<file path="config.mk">
export PLATFORM = sky130hd
export DESIGN_NAME = tft_frame_scheduler
export DESIGN_NICKNAME = d
export VERILOG_FILES = /design/src/rtl/tft_frame_scheduler.sv
export SDC_FILE = /design/constraint.sdc
export NUM_CORES = 1
export LEC_CHECK = 0
export BUFFER_PORTS_ARGS = -buffer_cell sky130_fd_sc_hd__buf_2
export CORE_MARGIN = 5
export CORE_UTILIZATION = 40
export CTS_CLUSTER_SIZE = 24
export DETAILED_ROUTE_END_ITERATION = 6
export PLACE_DENSITY = 0.65
export SYNTH_ARGS = -nofsm -noshare
export SYNTH_HDL_FRONTEND = slang
export SYNTH_SLANG_ARGS = --single-unit
</file>
<file path="constraint.sdc">
create_clock -name MasterCLK -period 2.47 [get_ports MasterCLK]
set_input_delay 0.494 -clock MasterCLK [delete_from_list [all_inputs] [get_ports MasterCLK]]
set_output_delay 0.494 -clock MasterCLK [all_outputs]
set_load 0.02 [all_outputs]
</file>
<file path="src/rtl/tft_frame_scheduler.sv">
// Frame sequencer for the TFT SPI word path: emits the CASET/RASET/RAMWR window
// commands, then streams WIDTH*HEIGHT framebuffer pixels over a valid/ready link.
module tft_frame_scheduler #(
  parameter int WIDTH     = 128,
  parameter int HEIGHT    = 160,
  parameter int X_OFS     = 2,
  parameter int Y_OFS     = 1,
  parameter int ADDR_BITS = 15
) (
  input  logic                 MasterCLK,
  input  logic                 reset,
  input  logic                 init_done,
  input  logic                 frame_start,
  output logic                 pix_rd,
  output logic [ADDR_BITS-1:0] pix_addr,
  input  logic [15:0]          pix_data,
  output logic                 word_valid,
  input  logic                 word_ready,
  output logic [15:0]          word_data,
  output logic                 word_rs,
  output logic                 cs_n,
  output logic                 busy,
  output logic                 frame_done,
  output logic                 overrun
);

  localparam logic [15:0] CMD_CASET = 16'h002A;
  localparam logic [15:0] CMD_RASET = 16'h002B;
  localparam logic [15:0] CMD_RAMWR = 16'h002C;
  localparam logic [15:0] XS_WORD   = 16'(X_OFS);
  localparam logic [15:0] XE_WORD   = 16'(X_OFS + WIDTH - 1);
  localparam logic [15:0] YS_WORD   = 16'(Y_OFS);
  localparam logic [15:0] YE_WORD   = 16'(Y_OFS + HEIGHT - 1);
  localparam logic [ADDR_BITS-1:0] LAST_PIX = ADDR_BITS'(WIDTH * HEIGHT - 1);
  localparam logic [ADDR_BITS-1:0] ONE_PIX  = ADDR_BITS'(1);

  // CAPT is the cycle the framebuffer drives pix_data; it is latched into the word register there.
  typedef enum logic [3:0] {
    S_IDLE  = 4'd0,
    S_CASET = 4'd1,
    S_XS    = 4'd2,
    S_XE    = 4'd3,
    S_RASET = 4'd4,
    S_YS    = 4'd5,
    S_YE    = 4'd6,
    S_RAMWR = 4'd7,
    S_FETCH = 4'd8,
    S_CAPT  = 4'd9,
    S_PIX   = 4'd10,
    S_DONE  = 4'd11
  } state_t;

  state_t               state_r, nextState_s;
  logic [ADDR_BITS-1:0] pixCnt_r, pixCntNext_s;
  logic                 pixRd_r, pixRdNext_s;
  logic [ADDR_BITS-1:0] pixAddr_r, pixAddrNext_s;
  logic                 wordValid_r, wordValidNext_s;
  logic [15:0]          wordData_r, wordDataNext_s;
  logic                 wordRs_r, wordRsNext_s;
  logic                 csN_r, csNNext_s;
  logic                 busy_r, busyNext_s;
  logic                 frameDone_r, frameDoneNext_s;
  logic                 overrun_r, overrunNext_s;
  logic                 xfer_s;

  assign xfer_s     = wordValid_r & word_ready;
  assign pix_rd     = pixRd_r;
  assign pix_addr   = pixAddr_r;
  assign word_valid = wordValid_r;
  assign word_data  = wordData_r;
  assign word_rs    = wordRs_r;
  assign cs_n       = csN_r;
  assign busy       = busy_r;
  assign frame_done = frameDone_r;
  assign overrun    = overrun_r;

  // Next-state and next-output logic; every output is registered from these values.
  always_comb begin
    nextState_s     = state_r;
    pixCntNext_s    = pixCnt_r;
    pixRdNext_s     = 1'b0;
    pixAddrNext_s   = pixAddr_r;
    wordValidNext_s = wordValid_r;
    wordDataNext_s  = wordData_r;
    wordRsNext_s    = wordRs_r;
    csNNext_s       = csN_r;
    busyNext_s      = busy_r;
    frameDoneNext_s = 1'b0;
    // Any request outside IDLE (DONE included) is dropped and remembered.
    overrunNext_s   = overrun_r | (frame_start & (state_r != S_IDLE));

    case (state_r)
      S_IDLE: begin
        if (frame_start && init_done) begin
          nextState_s     = S_CASET;
          wordValidNext_s = 1'b1;
          wordDataNext_s  = CMD_CASET;
          wordRsNext_s    = 1'b0;
          csNNext_s       = 1'b0;
          busyNext_s      = 1'b1;
          pixCntNext_s    = '0;
        end else begin
          nextState_s = S_IDLE;
        end
      end
      S_CASET: begin
        if (xfer_s) begin
          nextState_s    = S_XS;
          wordDataNext_s = XS_WORD;
          wordRsNext_s   = 1'b1;
        end else begin
          nextState_s = S_CASET;
        end
      end
      S_XS: begin
        if (xfer_s) begin
          nextState_s    = S_XE;
          wordDataNext_s = XE_WORD;
          wordRsNext_s   = 1'b1;
        end else begin
          nextState_s = S_XS;
        end
      end
      S_XE: begin
        if (xfer_s) begin
          nextState_s    = S_RASET;
          wordDataNext_s = CMD_RASET;
          wordRsNext_s   = 1'b0;
        end else begin
          nextState_s = S_XE;
        end
      end
      S_RASET: begin
        if (xfer_s) begin
          nextState_s    = S_YS;
          wordDataNext_s = YS_WORD;
          wordRsNext_s   = 1'b1;
        end else begin
          nextState_s = S_RASET;
        end
      end
      S_YS: begin
        if (xfer_s) begin
          nextState_s    = S_YE;
          wordDataNext_s = YE_WORD;
          wordRsNext_s   = 1'b1;
        end else begin
          nextState_s = S_YS;
        end
      end
      S_YE: begin
        if (xfer_s) begin
          nextState_s    = S_RAMWR;
          wordDataNext_s = CMD_RAMWR;
          wordRsNext_s   = 1'b0;
        end else begin
          nextState_s = S_YE;
        end
      end
      S_RAMWR: begin
        if (xfer_s) begin
          nextState_s     = S_FETCH;
          wordValidNext_s = 1'b0;
          pixRdNext_s     = 1'b1;
          pixAddrNext_s   = pixCnt_r;
        end else begin
          nextState_s = S_RAMWR;
        end
      end
      S_FETCH: begin
        nextState_s = S_CAPT;
      end
      S_CAPT: begin
        nextState_s     = S_PIX;
        wordValidNext_s = 1'b1;
        wordDataNext_s  = pix_data;
        wordRsNext_s    = 1'b1;
      end
      S_PIX: begin
        if (xfer_s) begin
          wordValidNext_s = 1'b0;
          if (pixCnt_r == LAST_PIX) begin
            nextState_s     = S_DONE;
            frameDoneNext_s = 1'b1;
            csNNext_s       = 1'b1;
            busyNext_s      = 1'b0;
            pixCntNext_s    = '0;
          end else begin
            nextState_s   = S_FETCH;
            pixCntNext_s  = pixCnt_r + ONE_PIX;
            pixRdNext_s   = 1'b1;
            pixAddrNext_s = pixCnt_r + ONE_PIX;
          end
        end else begin
          nextState_s = S_PIX;
        end
      end
      S_DONE: begin
        nextState_s  = S_IDLE;
        pixCntNext_s = '0;
      end
      default: begin
        nextState_s     = S_IDLE;
        wordValidNext_s = 1'b0;
        csNNext_s       = 1'b1;
        busyNext_s      = 1'b0;
        pixCntNext_s    = '0;
      end
    endcase
  end

  // State, counter and output registers with synchronous reset.
  always_ff @(posedge MasterCLK) begin
    if (reset) begin
      state_r     <= S_IDLE;
      pixCnt_r    <= '0;
      pixRd_r     <= 1'b0;
      pixAddr_r   <= '0;
      wordValid_r <= 1'b0;
      wordData_r  <= 16'h0000;
      wordRs_r    <= 1'b0;
      csN_r       <= 1'b1;
      busy_r      <= 1'b0;
      frameDone_r <= 1'b0;
      overrun_r   <= 1'b0;
    end else begin
      state_r     <= nextState_s;
      pixCnt_r    <= pixCntNext_s;
      pixRd_r     <= pixRdNext_s;
      pixAddr_r   <= pixAddrNext_s;
      wordValid_r <= wordValidNext_s;
      wordData_r  <= wordDataNext_s;
      wordRs_r    <= wordRsNext_s;
      csN_r       <= csNNext_s;
      busy_r      <= busyNext_s;
      frameDone_r <= frameDoneNext_s;
      overrun_r   <= overrunNext_s;
    end
  end

endmodule

</file>
==> results.json <==
{
  "cts_num_sinks": 57,
  "register_area_um2": 1140,
  "grt_max_degree": 42,
  "fin_skew_ns": 0.0105,
  "fin_crit_sh_pct": 91.3,
  "setup_ws_ns": 0.214,
  "multi_input_area_um2": 1670,
  "overflow": 0,
  "yosysTopAreaCell": "dfxtp_1",
  "seq_area_frac_synth_pct": 38.7,
  "yosys_most_used_dff": "dfxtp_1",
  "ios": 59,
  "syn_inst": 349,
  "gr-usage-all-layers_pct": 17.8,
  "hold_viol": 0,
  "dieWidth_um": 95.9,
  "ys_top_cells_by_count": "57 x dfxtp_1, 41 x a21oi_1, 28 x nor2_1",
  "viasPerCell": 5.58,
  "outcome": "completed",
  "synth_area_um2": 2950,
  "cts_root_buf": "clkbuf_8",
  "total_power_mw": 2.30,
  "cts_resized": 0,
  "initial_core_util_pct": 40.9,
  "hold_ws_ns": 0.367,
  "cts_buffer_depth": 2,
  "cellPowerDensity_nw_per_um2": 633,
  "synthMostInstantiatedCell": "dfxtp_1",
  "synth_top_area_share_pct": 38.7,
  "required_ns": 2.71,
  "h-tree-depth": 3,
  "dp_hpwl_um": 5430,
  "cp_max_fo": 15,
  "routed_wl_um": 7640,
  "yosysWarnings": 0,
  "antenna-diode-count": 0,
  "port_buffers": 58,
  "synth_edf_count": 0,
  "min_path_type": "primary input to flop",
  "wl_per_cell_um": 14.9,
  "fmax_mhz": 443,
  "synth_nets": 371,
  "clk_latency_ns": 0.34,
  "antenna_found_initial": 0,
  "setup.worst_path.start_class": "flop",
  "clk_pin_slew_worst_paths_ns": 0.07,
  "drv_slew": 0,
  "drv_cap": 0,
  "crit_type": "flop to flop",
  "vias": 2869,
  "finalSetupViolCount": 0,
  "ant_nets": 0,
  "setup_tns_ns": 0,
  "grt_first_pass_wirelength_um": 12900,
  "async_flop_share_pct": 0,
  "gp_congestion": 0.811,
  "synth_area_leaders": "dfxtp_1 39%, a21oi_1 7.0%, a221oi_1 4.5%, nor2_1 3.6%, a22o_1 3.0%",
  "p_leak_nw": 1.44,
  "worstSetupEndpointType": "flop",
  "tritoncts": "done",
  "grt_pass1_vias": 2680,
  "area_delta_synth_final_pct": 23.2,
  "nFillCells": 706,
  "drt_drc_violations_left": 0,
  "drtIter0Drc": 152,
  "numCtsBuffers": 9,
  "post-cts-setup-buffer-count": 0,
  "rsz0062_at_grt": "false",
  "synth-seq-cells": 57,
  "ir_worst_vdd_v": 0.000267,
  "finalCriticalPeriod_ns": 2.26,
  "worstPathArrival_ns": 2.49,
  "coreArea_um2": 7210,
  "avgSynthCellArea_um2": 8.46,
  "hold_buffers": 0,
  "num_rows": 31,
  "yosys.cell_types.count": 55,
  "die-area_um2": 9200,
  "nNetsFinal": 432,
  "place_ws_ns": 0.0730,
  "post-route-util_pct": 50.4,
  "drive_gt1_share_pct": 26.0,
  "slew_headroom_pct": 54.1,
  "die_h_um": 95.9,
  "drt_pass1_iterations": 4,
  "worst_slew_pin_slew_ns": 0.688
}
[metal layers]
layer	GRT usage, %	part of all wire (%)
met4	7.82	2.0
met3	3.75	6.6
met1	25.3	48
met5	0	0
met2	25.7	43
[cell families after synthesis]
group / share of synthesized area [%]
compound gates: 24.4
xor+xnor: 5.04
fa+ha+maj: 0.424
buf+inv: 5.09
flops: 38.7
mux: 2.46
simple gates: 23.9
[worst paths after layout]
path | startpoint | endpoint | slack [ns] | cells past startpoint
worst max register to register | pixCnt_r[0]$_SDFFE_PP0P_ | pix_addr[0]$_SDFFE_PP0P_ | 0.21 | 6
worst max-delay path | pixCnt_r[0]$_SDFFE_PP0P_ | pix_addr[0]$_SDFFE_PP0P_ | 0.21 | 6
worst min-delay path | pix_data[4] | word_data[4]$_SDFFE_PP0P_ | 0.37 | 2
worst min register to register | cs_n$_SDFFE_PP1P_ | cs_n$_SDFFE_PP1P_ | 0.45 | 2
[sequential cells by signal, summed over array words and instances, names as in the netlist, 4 cells and up]
signal	flops
pixCnt_r	15
pix_addr	15
state_r	4
word_data	16
[per-stage QoR]
| stage | instance area [um^2] | instances |
|---|---|---|
| finish | 3640 | 514 |
| global route | 3640 | 514 |
| CTS | 3630 | 514 |
| detailed placement | 3390 | 498 |
| global placement | 3390 | 498 |
| floorplan | 2950 | 349 |
[cells in the final DEF, fill, tap and decap left out, drive strengths merged, types with 10 or more instances in the layout]
cell    count
a21oi      42
a22o       10
nand2      19
nor3       12
clkbuf     10
o21ai      17
or4        12
nor2       28
buf        79
dfxtp      57
nand3      10
a221oi     15
[power breakdown]
part / switching (mW) / leakage [nW] / internal [mW] / total [mW]
Combinational: 0.150 / 0.854 / 0.100 / 0.250
Sequential: 0.0218 / 0.461 / 0.948 / 0.969
Clock: 0.390 / 0.126 / 0.692 / 1.08
[worst max-delay path, cell delays in order (launching register included)]
cell      delay (ns)
dfxtp_1         0.41
ha_1            0.20
nand3_1         0.10
or4_1           0.59
o211ai_2        0.28
nand2_4         0.25
a221oi_1        0.33
[area by class of cell]
| cell class | instances | area share [%] |
|---|---|---|
| clock buffer | 10 | 3.79 |
| clock inverter | 6 | 2.89 |
| inverter | 4 | 0.413 |
| multi-input combinational | 259 | 45.8 |
| sequential | 57 | 31.4 |
| tap | 99 | 3.41 |
| timing repair buffer | 79 | 12.3 |
Note: power is estimated with default switching activity, not from simulation.
